==> config.mk <==
export PLATFORM = sky130hd
export DESIGN_NAME = video_timing_ctrl
export DESIGN_NICKNAME = d
export VERILOG_FILES = /design/src/rtl/video_timing_ctrl.sv
export SDC_FILE = /design/constraint.sdc
export NUM_CORES = 1
export LEC_CHECK = 0
export ABC_AREA = 1
export BUFFER_PORTS_ARGS = -buffer_cell sky130_fd_sc_hd__buf_4
export CAP_MARGIN = 5
export CORE_MARGIN = 4
export CORE_UTILIZATION = 35
export DETAILED_ROUTE_END_ITERATION = 8
export HOLD_SLACK_MARGIN = 0.1
export PLACE_DENSITY = 0.61
export SYNTH_ARGS = -nofsm -noshare
export SYNTH_HDL_FRONTEND = slang
export SYNTH_SLANG_ARGS = --single-unit
==> constraint.sdc <==
create_clock -name CLK -period 12.44 [get_ports CLK]
set_input_delay 1.244 -clock CLK [delete_from_list [all_inputs] [get_ports CLK]]
set_output_delay 1.244 -clock CLK [all_outputs]
set_load 0.01 [all_outputs]
==> src/rtl/video_timing_ctrl.sv <==
// Video timing generator: programmable h/v geometry with shadowed config,
// frame-aligned config commit, and registered sync/DE/coordinate outputs.
module video_timing_ctrl #(
  parameter logic HS_POL = 1'b1,
  parameter logic VS_POL = 1'b1
) (
  input  logic        CLK,
  input  logic        RSTn,
  input  logic        enable,
  input  logic        cfg_wr,
  input  logic [2:0]  cfg_addr,
  input  logic [11:0] cfg_data,
  input  logic        cfg_commit,
  output logic        cfg_pending,
  output logic        cfg_applied,
  output logic        hsync,
  output logic        vsync,
  output logic        de,
  output logic [11:0] x,
  output logic [11:0] y,
  output logic        sof,
  output logic        running
);

  localparam int unsigned FW = 12;  // stored field width
  localparam int unsigned CW = 14;  // counter / total width
  localparam int unsigned NF = 8;   // number of timing fields

  // Field order (index 0 first): HA HFP HS HBP VA VFP VS VBP
  localparam logic [NF-1:0][FW-1:0] FIELD_RST = {
    12'd20, 12'd5, 12'd5, 12'd720, 12'd220, 12'd40, 12'd110, 12'd1280
  };

  typedef enum logic [1:0] {
    IDLE  = 2'd0,
    RUN   = 2'd1,
    DRAIN = 2'd2
  } state_t;

  state_t                 state;
  logic [NF-1:0][FW-1:0]  shadow;
  logic [NF-1:0][FW-1:0]  active;
  logic [NF-1:0][FW-1:0]  shadow_nxt;
  logic [CW-1:0]          hcnt;
  logic [CW-1:0]          vcnt;

  logic [CW-1:0] ha, hfp, hsw, hbp, va, vfp, vsw, vbp;
  logic [CW-1:0] htotal, vtotal, hs_start, hs_end, vs_start, vs_end;
  logic          last_h, last_v, last_pix, advance, xfer;
  logic          de_c, hs_c, vs_c, sof_c;

  // A stored zero behaves as a one-cycle/one-line field
  function automatic logic [CW-1:0] eff(input logic [FW-1:0] v);
    return (v == '0) ? CW'(1) : CW'(v);
  endfunction

  assign ha  = eff(active[0]);
  assign hfp = eff(active[1]);
  assign hsw = eff(active[2]);
  assign hbp = eff(active[3]);
  assign va  = eff(active[4]);
  assign vfp = eff(active[5]);
  assign vsw = eff(active[6]);
  assign vbp = eff(active[7]);

  // Frame geometry; 4 x 4095 fits in 14 bits so no overflow
  assign htotal   = ha + hfp + hsw + hbp;
  assign vtotal   = va + vfp + vsw + vbp;
  assign hs_start = ha + hfp;
  assign hs_end   = hs_start + hsw;
  assign vs_start = va + vfp;
  assign vs_end   = vs_start + vsw;

  assign last_h   = (hcnt >= htotal - CW'(1));
  assign last_v   = (vcnt >= vtotal - CW'(1));
  assign last_pix = last_h && last_v;
  assign advance  = (state != IDLE) || enable;
  assign xfer     = cfg_pending && ((state == IDLE) || last_pix);

  // Pixel decode of the current counter state, registered below
  assign de_c  = (hcnt < ha) && (vcnt < va);
  assign hs_c  = (hcnt >= hs_start) && (hcnt < hs_end);
  assign vs_c  = (vcnt >= vs_start) && (vcnt < vs_end);
  assign sof_c = (hcnt == '0) && (vcnt == '0);

  // Shadow image including this cycle's write, so a write on the transfer cycle is kept
  always_comb begin
    shadow_nxt = shadow;
    if (cfg_wr) shadow_nxt[cfg_addr] = cfg_data;
  end

  // Shadow/active config registers and commit handshake
  always_ff @(posedge CLK or negedge RSTn) begin
    if (!RSTn) begin
      shadow      <= FIELD_RST;
      active      <= FIELD_RST;
      cfg_pending <= 1'b0;
      cfg_applied <= 1'b0;
    end else begin
      shadow      <= shadow_nxt;
      cfg_applied <= xfer;
      cfg_pending <= cfg_commit || (cfg_pending && !xfer);
      if (xfer) active <= shadow_nxt;
    end
  end

  // Run-state FSM, raster counters and registered timing outputs
  always_ff @(posedge CLK or negedge RSTn) begin
    if (!RSTn) begin
      state   <= IDLE;
      running <= 1'b0;
      hcnt    <= '0;
      vcnt    <= '0;
      de      <= 1'b0;
      sof     <= 1'b0;
      x       <= '0;
      y       <= '0;
      hsync   <= ~HS_POL;
      vsync   <= ~VS_POL;
    end else begin
      case (state)
        IDLE: begin
          if (enable) begin
            state   <= RUN;
            running <= 1'b1;
          end
        end
        RUN: begin
          if (!enable) state <= DRAIN;
        end
        DRAIN: begin
          if (enable) begin
            state <= RUN;
          end else if (last_pix) begin
            state   <= IDLE;
            running <= 1'b0;
          end
        end
        default: begin
          state   <= IDLE;
          running <= 1'b0;
        end
      endcase

      if (advance) begin
        de    <= de_c;
        sof   <= sof_c;
        x     <= de_c ? hcnt[FW-1:0] : '0;
        y     <= de_c ? vcnt[FW-1:0] : '0;
        hsync <= hs_c ? HS_POL : ~HS_POL;
        vsync <= vs_c ? VS_POL : ~VS_POL;
        if (last_h) begin
          hcnt <= '0;
          vcnt <= last_v ? '0 : vcnt + CW'(1);
        end else begin
          hcnt <= hcnt + CW'(1);
        end
      end else begin
        de    <= 1'b0;
        sof   <= 1'b0;
        x     <= '0;
        y     <= '0;
        hsync <= ~HS_POL;
        vsync <= ~VS_POL;
        hcnt  <= '0;
        vcnt  <= '0;
      end
    end
  end

endmodule

==> summary.md <==
| Metric | Value |
|---|---|
| Fin crit period | 8087 ps |
| RSZ-0062 raised after global routing | false |
| Synth top cells by count | nand2_1, inv_1, o21ai_0, dfrtp_1, ha_1 |
| Die height | 223.6 um |
| YS warnings | 0 |
| Fillers | 4750 |
| DPL Wire Length | 32650 um |
| Post-CTS setup buffer count | 0 |
| Iter 0 DRT Violations | 900 |
| Post-CTS sizing | 0 |
| Final ANT Viol Nets | 0 |
| Chip Width | 223.6 um |
| Global route overflow | 0 |
| Sequential fraction of the synthesis area | 0.3927 |
| Mean Syn Cell Area | 7.858 um^2 |
| Final Cycle Share | 0.6501 |
| Row Count | 78 |
| Min-Delay Path Class | register to register |
| Area Growth Syn to Fin | 10.54% |
| I/O pin total | 51 |
| Synth async-reset ratio | 1.000 |
| GPL Wtd Cong | 0.9101 |
| Routed wire per std cell | 16.57 um |
| Total number of vias | 13317 |
| Startpoint class of the critical path | register |
| Number of global-route vias before repair | 13312 |
| Drt total wl | 44340 um |
| Clk slew on worst S/H paths | 60 ps |
| Top-count cell post-synth | nand2_1 |
| Core area | 45670 um^2 |
| Clock latency on the worst-skew pair | 580 ps |
| Initial antenna violation count | 3 |
| Main combinational cell family by area after synthesis | simple AND/OR/NAND/NOR gates |
| Final net count | 2270 |
| Setup TNS | 0 ps |
| Critical Path RT | 12860 ps |
| Syn Nets | 2287 |
| Cell mode on critical path | nand2_1 |
| Worst-Margin Slew | 1089 ps |
| Synth cell types | 42 |
| Cell area after synthesis | 16270 um^2 |
| Cells after synthesis | 2071 |
| Via density | 4.978 |
| Setup Crit Path Kind | register to register |
| Compound-Gate Fraction of Synth Area | 0.1349 |
| Top cell type's share of synthesized area | 0.3152 |
| Htree depth | 1 |
| Cell family with most CP delay | simple AND/OR/NAND/NOR gates |
| CTS buffer count | 29 |
| CTS Buffer Depth | 3 |
| Residual DRC count | 0 |
| N_diodes | 0 |
| Synth Area in Simple Gates | 0.1888 |
| Initial Utilization | 0.3563 |
| DRT Pass-1 Iters | 6 |
| Hold_buf cts | 0 |
| Crit path buf inv count | 6 |
| CP max FO | 102 |
| Synth area leader | dfrtp_1 |
| Final hold violations | 0 |
| Synth area leaders | dfrtp_1, ha_1, nand2_1 |
| First-pass GRT wire length | 71820 um |
| Slowest CP cell | buf_4 |
| Port bufs | 50 |
| Worst path max stage delay | 770 ps |
| Crit end category | register |
| CP arrival | 8510 ps |
| Worst Clk Skew | 34.39 ps |
| Count of final setup violators | 0 |
| Total die area | 50010 um^2 |
| Mux contribution to synthesized area | 0 |
| Fin. max-slew vios | 0 |
| Adder-Cell Fraction of Synth Area | 0.1535 |
| CTS tree | built |
| Share of layout cells above drive strength 1 | 0.07952 |
| Sink Count | 253 |
| GRT Total Usage | 0.1772 |
| Max Cap Viol | 0 |
| Outcome | finished, final reports clean |
| Synth Flop Type | dfrtp_1 |
| Largest net degree at the start of global routing | 103 |
| Normalized max-slew margin | 0.2717 |
| CTS root buf | clkbuf_16 |
| Xor/xnor share of the synthesized area | 0.03283 |
| Hold Slack | 496.9 ps |
| Fmax | 0.1237 GHz |
| EDFF count, synth | 0 |
| Synthesis-stage register bit count | 253 |
state kept, by name, summed over array words and instances (netlist names):
signal / count
state: 2
running: 1
active: 96
y: 12
de: 1
sof: 1
hcnt: 14
vsync: 1
hsync: 1
vcnt: 14
cfg_pending: 1
shadow: 96
x: 12
cfg_applied: 1
final timing paths:
check / from / endpoint / slack, ps / depth (start not counted)
worst max-delay path: active[8]$_DFFE_PN1P_ / active[32]$_DFFE_PN0P_ / 4350 / 42
worst min-delay path: hcnt[0]$_DFF_PN0_ / hcnt[0]$_DFF_PN0_ / 500 / 1
worst max register to register: active[8]$_DFFE_PN1P_ / active[32]$_DFFE_PN0P_ / 4350 / 42
worst min register to register: hcnt[0]$_DFF_PN0_ / hcnt[0]$_DFF_PN0_ / 500 / 1
max in group asynchronous: RSTn / active[78]$_DFFE_PN0P_ / 10180 / 2
min in group asynchronous: RSTn / shadow[33]$_DFF_PN0_ / 650 / 1
layer usage:
| layer | routed length, um | share of wire | GRT usage |
|---|---|---|---|
| met1 | 20360 | 0.46 | 0.2391 |
| met2 | 21030 | 0.47 | 0.3079 |
| met3 | 1906 | 0.043 | 0.02123 |
| met4 | 1043 | 0.024 | 0.03818 |
| met5 | 0 | 0 | 0 |
final cells by class:
type	count	area, um^2	share of cell area
Clock inverter	11	146.4	0.008138
Clock buffer	41	810.8	0.04507
Inverter	296	1111	0.06177
Tap cell	600	750.7	0.04173
Timing Repair Buffer	61	465.4	0.02587
Sequential cell	253	6391	0.3553
Multi-Input combinational cell	1413	8313	0.4621
logic make-up (layout without fill, tap and decap cells):
family,count (synthesis),after routing
xor+xnor,61,61
buf+inv,405,409
fa+ha+maj,196,196
compound gates,416,416
flops,253,253
simple gates,740,740
worst reg2reg max path: cells and delay by family, from the launching register on:
kind,cells,cell delay [ps]
flip-flops,1,530
XOR/XNOR,2,480
adder cells (fa/ha/maj),5,1630
AND/OR/NAND/NOR,22,2400
buffers and inverters,6,1820
AO/OA/AOI/OAI,7,1060
layout by cell type, fill, tap and decap left out, drive strengths merged, types with 2 or more instances in the layout:
| master | instances |
|---|---|
| nand2 | 452 |
| bufinv | 3 |
| a21boi | 3 |
| o211ai | 6 |
| fa | 6 |
| a211oi | 4 |
| nor3 | 29 |
| nor4 | 17 |
| o21a | 5 |
| xnor2 | 21 |
| o41ai | 4 |
| o21bai | 2 |
| clkbuf | 41 |
| dfstp | 48 |
| nand4 | 29 |
| o21ai | 240 |
| a21o | 7 |
| clkinvlp | 2 |
| xor2 | 40 |
| dfrtp | 205 |
| clkinv | 5 |
| inv | 297 |
| nand3 | 75 |
| a21oi | 131 |
| nor2 | 130 |
| buf | 61 |
| or2 | 2 |
| nor3b | 2 |
| ha | 190 |
| a41oi | 2 |
| nand3b | 2 |
| a31oi | 10 |
per-stage QoR:
stage	util	std cells	area [um^2]	worst slack, ps
floorplan	-	2071	16270	6552
global placement	0.3729	2623	17030	4527
detailed placement	0.3729	2623	17030	4365
CTS	0.3938	2675	17990	4353
global route	0.3938	2675	17990	3634
finish	0.3938	2675	17990	4353
Power is left out: the tool's default activity adds up to more than one toggle a clock period on the data nets, which glitch-free logic cannot reach.
